### config.mk
export PLATFORM = sky130hd
export DESIGN_NAME = uart_tx_arbiter
export DESIGN_NICKNAME = d
export VERILOG_FILES = /design/src/rtl/uart_tx_arbiter.sv
export SDC_FILE = /design/constraint.sdc
export NUM_CORES = 1
export LEC_CHECK = 0
export CORE_MARGIN = 2
export CORE_UTILIZATION = 58
export CTS_BUF_LIST = sky130_fd_sc_hd__clkbuf_16
export DETAILED_ROUTE_END_ITERATION = 10
export DONT_BUFFER_PORTS = 1
export GPL_TIMING_DRIVEN = 0
export PLACE_DENSITY_LB_ADDON = 0.3
export SLEW_MARGIN = 20
export SYNTH_ARGS = -nofsm -noshare
export SYNTH_HDL_FRONTEND = slang
export SYNTH_SLANG_ARGS = --single-unit
### constraint.sdc
create_clock -name clk -period 4.7 [get_ports clk]
set_clock_uncertainty 0.05 [all_clocks]
set_input_delay 0.47 -clock clk [delete_from_list [all_inputs] [get_ports clk]]
set_output_delay 0.47 -clock clk [all_outputs]
set_load 0.01 [all_outputs]
### src/rtl/uart_tx_arbiter.sv
// rtl/uart_tx_arbiter.sv - two-requester byte FIFOs with round-robin feed into the shared UART transmitter
//
// Ports:
//   clk, rst                        : single clock, synchronous active-high reset
//   cpu_data, cpu_valid, cpu_ready  : CPU store-path byte push (ready is combinational from full and rst)
//   dbg_data, dbg_valid, dbg_ready  : debug/trace byte push (ready is combinational from full and rst)
//   tx_data, tx_valid, tx_ready     : registered byte handshake towards the UART data_in port
//   tx_src                          : origin of the byte in tx_data, 0 = CPU, 1 = debug
//   cpu_count, dbg_count            : FIFO occupancy, 0..FIFO_DEPTH
module uart_tx_arbiter #(
    parameter int FIFO_DEPTH = 4
) (
    input  logic                          clk,
    input  logic                          rst,
    input  logic [7:0]                    cpu_data,
    input  logic                          cpu_valid,
    output logic                          cpu_ready,
    input  logic [7:0]                    dbg_data,
    input  logic                          dbg_valid,
    output logic                          dbg_ready,
    output logic [7:0]                    tx_data,
    output logic                          tx_valid,
    input  logic                          tx_ready,
    output logic                          tx_src,
    output logic [$clog2(FIFO_DEPTH):0]   cpu_count,
    output logic [$clog2(FIFO_DEPTH):0]   dbg_count
);

    localparam int PW = $clog2(FIFO_DEPTH);
    localparam int CW = PW + 1;
    localparam logic [CW-1:0] FULL_COUNT = CW'(FIFO_DEPTH);

    typedef enum logic {
        ST_EMPTY = 1'b0,
        ST_HOLD  = 1'b1
    } state_t;

    // CPU FIFO storage and pointers
    logic [7:0]    cpu_mem_q [FIFO_DEPTH];
    logic [7:0]    cpu_mem_d [FIFO_DEPTH];
    logic [PW-1:0] cpu_wr_ptr_q, cpu_wr_ptr_d;
    logic [PW-1:0] cpu_rd_ptr_q, cpu_rd_ptr_d;
    logic [CW-1:0] cpu_count_q,  cpu_count_d;

    // Debug FIFO storage and pointers
    logic [7:0]    dbg_mem_q [FIFO_DEPTH];
    logic [7:0]    dbg_mem_d [FIFO_DEPTH];
    logic [PW-1:0] dbg_wr_ptr_q, dbg_wr_ptr_d;
    logic [PW-1:0] dbg_rd_ptr_q, dbg_rd_ptr_d;
    logic [CW-1:0] dbg_count_q,  dbg_count_d;

    // Output stage
    state_t        state_q,      state_d;
    logic [7:0]    tx_data_q,    tx_data_d;
    logic          tx_valid_q,   tx_valid_d;
    logic          tx_src_q,     tx_src_d;
    logic          last_grant_q, last_grant_d;

    logic cpu_full;
    logic dbg_full;
    logic cpu_push;
    logic dbg_push;
    logic cpu_nonempty;
    logic dbg_nonempty;
    logic load;
    logic cpu_pop;
    logic dbg_pop;

    // Readiness looks only at the registered full flag, so a pop in the
    // same cycle never lets a push into a full FIFO.
    assign cpu_full     = (cpu_count_q == FULL_COUNT);
    assign dbg_full     = (dbg_count_q == FULL_COUNT);
    assign cpu_ready    = !cpu_full && !rst;
    assign dbg_ready    = !dbg_full && !rst;
    assign cpu_push     = cpu_valid && cpu_ready;
    assign dbg_push     = dbg_valid && dbg_ready;
    assign cpu_nonempty = (cpu_count_q != '0);
    assign dbg_nonempty = (dbg_count_q != '0);

    // The output register may take a new byte when it is empty or when the
    // byte it holds is being accepted at this same edge (no bubble).
    assign load = (state_q == ST_EMPTY) || (tx_valid_q && tx_ready);

    // last_grant_q == 1 means debug won last time, so the CPU is preferred
    // when both FIFOs have data.
    assign cpu_pop = load && cpu_nonempty && (!dbg_nonempty || last_grant_q);
    assign dbg_pop = load && dbg_nonempty && (!cpu_nonempty || !last_grant_q);

    always_comb begin
        cpu_mem_d    = cpu_mem_q;
        cpu_wr_ptr_d = cpu_wr_ptr_q;
        cpu_rd_ptr_d = cpu_rd_ptr_q;
        dbg_mem_d    = dbg_mem_q;
        dbg_wr_ptr_d = dbg_wr_ptr_q;
        dbg_rd_ptr_d = dbg_rd_ptr_q;

        if (cpu_push) begin
            cpu_mem_d[cpu_wr_ptr_q] = cpu_data;
            cpu_wr_ptr_d            = cpu_wr_ptr_q + PW'(1);
        end
        if (cpu_pop) begin
            cpu_rd_ptr_d = cpu_rd_ptr_q + PW'(1);
        end

        if (dbg_push) begin
            dbg_mem_d[dbg_wr_ptr_q] = dbg_data;
            dbg_wr_ptr_d            = dbg_wr_ptr_q + PW'(1);
        end
        if (dbg_pop) begin
            dbg_rd_ptr_d = dbg_rd_ptr_q + PW'(1);
        end

        // Push and pop together cancel out in the occupancy.
        cpu_count_d = cpu_count_q + {{(CW-1){1'b0}}, cpu_push}
                                  - {{(CW-1){1'b0}}, cpu_pop};
        dbg_count_d = dbg_count_q + {{(CW-1){1'b0}}, dbg_push}
                                  - {{(CW-1){1'b0}}, dbg_pop};
    end

    always_comb begin
        state_d      = state_q;
        tx_data_d    = tx_data_q;
        tx_src_d     = tx_src_q;
        last_grant_d = last_grant_q;

        if (load) begin
            if (cpu_pop) begin
                tx_data_d    = cpu_mem_q[cpu_rd_ptr_q];
                tx_src_d     = 1'b0;
                last_grant_d = 1'b0;
                state_d      = ST_HOLD;
            end else if (dbg_pop) begin
                tx_data_d    = dbg_mem_q[dbg_rd_ptr_q];
                tx_src_d     = 1'b1;
                last_grant_d = 1'b1;
                state_d      = ST_HOLD;
            end else begin
                // Nothing queued: drop valid but keep the last byte and source visible.
                state_d = ST_EMPTY;
            end
        end

        tx_valid_d = (state_d == ST_HOLD);
    end

    always_ff @(posedge clk) begin
        if (rst) begin
            for (int i = 0; i < FIFO_DEPTH; i++) begin
                cpu_mem_q[i] <= '0;
                dbg_mem_q[i] <= '0;
            end
            cpu_wr_ptr_q <= '0;
            cpu_rd_ptr_q <= '0;
            cpu_count_q  <= '0;
            dbg_wr_ptr_q <= '0;
            dbg_rd_ptr_q <= '0;
            dbg_count_q  <= '0;
            state_q      <= ST_EMPTY;
            tx_data_q    <= 8'h00;
            tx_valid_q   <= 1'b0;
            tx_src_q     <= 1'b0;
            last_grant_q <= 1'b1;
        end else begin
            cpu_mem_q    <= cpu_mem_d;
            cpu_wr_ptr_q <= cpu_wr_ptr_d;
            cpu_rd_ptr_q <= cpu_rd_ptr_d;
            cpu_count_q  <= cpu_count_d;
            dbg_mem_q    <= dbg_mem_d;
            dbg_wr_ptr_q <= dbg_wr_ptr_d;
            dbg_rd_ptr_q <= dbg_rd_ptr_d;
            dbg_count_q  <= dbg_count_d;
            state_q      <= state_d;
            tx_data_q    <= tx_data_d;
            tx_valid_q   <= tx_valid_d;
            tx_src_q     <= tx_src_d;
            last_grant_q <= last_grant_d;
        end
    end

    assign tx_data   = tx_data_q;
    assign tx_valid  = tx_valid_q;
    assign tx_src    = tx_src_q;
    assign cpu_count = cpu_count_q;
    assign dbg_count = dbg_count_q;

endmodule

==> results.yml <==
clock_tree:
  post_cts_resized: 0
  cts-root-buf: "clkbuf_16"
  cts_made_buffers: 9
  cts_hold_buf: 0
  clock_latency_ns: 0.34
  post_cts_buffers: 0
  clk_pin_slew_worst_paths_ns: 0.06
  numClockSinks: 89
  clock_path_buffers: 2
  cts_tree: "done"
  h-tree-depth: 3
setup_path:
  crit_path_end_kind: "register"
  rrSetupSlack_ns: 2.11
  crit_fanout: 6
  crit_start: "dbg_count[1]$_SDFF_PP0_"
  slowest_stage: "or3_1"
  endpoint: "dbg_count[2]$_SDFF_PP0_"
  worstPathRequired_ns: 4.86
  startpoint_type: "register"
  path_cells: "or3_1 > and3_1 > clkbuf_1 > ha_1 > inv_1 > ha_1 > inv_1 > fa_1 > xor2_1 > xnor2_1 > nor2_1"
  critPathKind: "reg -> reg"
  rr_startpoint: "dbg_count[1]$_SDFF_PP0_"
  slowest_delay_ns: 0.45
  cp.arrival_ns: 2.75
  reg2reg_depth: 11
  worstReg2RegEnd: "dbg_count[2]$_SDFF_PP0_"
global_route:
  grt_pass1_vias: 2574
  grt_use_met1: 0.304
  grt_first_pass_wirelength_um: 13400
  use_met3: 0.0673
  grt_usage: 0.236
  antenna_found_initial: 0
  overflow: 0
  met2_usage: 0.382
  grt_max_degree: 16
  grt.busiest_layer: "met2"
timing:
  finalMaxSlewViolations: 0
  period_minus_slack_ns: 2.59
  hold_viol: 0
  setup_viol: 0
  tightest_slew_ns: 0.624
  finalSetupTns_ns: 0
  finalCritPeriodShare: 0.552
  finalWorstSetupSlack_ns: 2.11
  fmax_mhz: 386
  rsz0062_at_grt: "no"
  slew_headroom: 0.584
power_and_ir_drop:
  p_sw_w: 0.000755
  power_w: 0.00240
  ir_drop_mv: 0.302
  power.internal_w: 0.00165
  power_per_cell_area_nw_per_um2: 540
  p_leak_nw: 2.15
  p_seq_frac: 0.401
  clkPwrFrac: 0.317
  power_frac_comb: 0.282
  sw_frac_of_total: 0.314
placed_design:
  dp_hpwl_um: 5570
  placed_area_um2: 4130
  dp_slack_ns: 2.10
  routabilityCongestion: 0.805
  portBuffers: 0
outcome:
  status: "finished, final reports clean"
floorplan:
  die_h_um: 87.4
  rows: 30
  die_x_um: 87.4
  start_util: 0.596
  core_area_um2: 6760
  dieArea_um2: 7630
  pin_count: 39
run:
  cap_violations: 0
drt:
  wl_per_cell_um: 18.0
  drc: 0
  viasPerCell: 5.84
  wirelength_um: 8280
  dr.first_iter.drc_count: 93
  drt_pass1_iterations: 5
  ant_nets: 0
  vias: 2687
synthesis:
  netlist_area_um2: 4030
  yosysSeqAreaShare: 0.442
  yosys_warnings: 0
  syn_nets: 399
  synth-seq-cells: 89
  synth_cells: 364
  synth_cell_types: 34
  syn_avg_cell_area_um2: 11.1
final_layout:
  areaGrowthSynthToFinish_pct: 10.5
  final_nets: 410
  final_common_cell: "dfxtp_1"
  utilization: 0.659
  stdcell_area_um2: 4450
  antenna_cells: 0
  most-common-layout-cells: "89 x dfxtp_1, 84 x nor2_1, 72 x mux2i_1"
  layout-drive-gt1-share: 0.139
worst_hold_path:
  hp-class: "in -> reg"
## cell families after synthesis
| kind of cell | Yosys count | synth area share |
|---|---|---|
| buffers and inverters | 38 | 0.0574 |
| DFF | 89 | 0.442 |
| and+or+nand+nor | 107 | 0.128 |
| xor gates and xnor gates | 10 | 0.0217 |
| adders and majority gates | 14 | 0.0472 |
| AOI/OAI and AO/OA | 16 | 0.0298 |
| muxes | 90 | 0.274 |
## layout make-up
type                       instances  area (um^2)
buffer                            28          194
clock inverter                     7         96.3
inverter                          10         37.5
fill                             526         2300
clock buffer                       9          225
tap                               80          100
sequential                        89         1780
multi-input combinational        237         2020
## worst max-delay path: cells and delay by family (launching register included)
| kind | cells | cell delay (ns) |
|---|---|---|
| xor gates and xnor gates | 2 | 0.29 |
| and+or+nand+nor | 3 | 0.69 |
| DFF | 1 | 0.40 |
| buffers and inverters | 3 | 0.25 |
| adders and majority gates | 3 | 0.78 |
## routing by layer
metal / vias to the layer above / share of wire
met5: - / 0
met2: 58 / 0.49
met4: 0 / 0.015
met3: 11 / 0.064
li1: 1286 / -
met1: 1332 / 0.43
## power groups by stage
stage / logic, W / clock network [W] / registers, W
after detailed placement: 0.000672 / 0 / 0.000980
after global placement: 0.000651 / 0 / 0.000976
after global routing: 0.000753 / 0.000811 / 0.000980
after CTS: 0.000684 / 0.000768 / 0.000964
final: 0.000677 / 0.000761 / 0.000964
after floorplan: 0.000563 / 0 / 0.000953
## state kept, by name (all words and copies together), names as in the netlist
signal	flops
dbg_mem_q	32
dbg_rd_ptr_q	2
tx_src	1
cpu_count	3
cpu_mem_q	32
dbg_count	3
dbg_wr_ptr_q	2
last_grant_q	1
cpu_wr_ptr_q	2
cpu_rd_ptr_q	2
tx_data	8
tx_valid	1
## synthesized netlist by cell type, drive strengths merged
cell type   n  area share
a211o       1      0.0022
a21oi       2      0.0025
o2111ai     1      0.0022
nor3        1      0.0012
or3         2      0.0043
mux4       16       0.089
and3        1      0.0016
xnor2       6       0.013
fa          2      0.0099
mux2        2      0.0056
ha         12       0.037
a211oi      8       0.015
buf        15       0.036
nand2b      1      0.0016
inv        10      0.0093
nor2b       5      0.0078
o21a        1      0.0019
nand4       1      0.0016
dfxtp      89        0.44
or3b        2      0.0043
nand4b      8       0.024
nor2       84       0.078
xor2        4      0.0087
o211ai      1      0.0031
o21ai       1      0.0012
clkbuf     13       0.012
mux2i      72        0.18
o31ai       1      0.0019
nand3b      2      0.0037
## stage by stage
step,hold slack (ns),instances
final,0.225,460
after global routing,0.223,460
after CTS,0.223,460
after detailed placement,0.432,444
after global placement,0.418,444
after floorplan,0.408,364
## how the worst min path moves through the flow
stage	depth (start not counted)	to	from
after floorplan	2	cpu_mem_q[15]$_SDFFE_PP0P_	cpu_mem_q[15]$_SDFFE_PP0P_
after global placement	2	cpu_mem_q[19]$_SDFFE_PP0P_	cpu_mem_q[19]$_SDFFE_PP0P_
after detailed placement	2	dbg_mem_q[0]$_SDFFE_PP0P_	dbg_mem_q[0]$_SDFFE_PP0P_
after CTS	2	dbg_mem_q[0]$_SDFFE_PP0P_	dbg_data[0]
after global routing	2	dbg_mem_q[6]$_SDFFE_PP0P_	dbg_data[6]
final	2	dbg_mem_q[6]$_SDFFE_PP0P_	dbg_data[6]
Power figures use the tool's default switching activity.
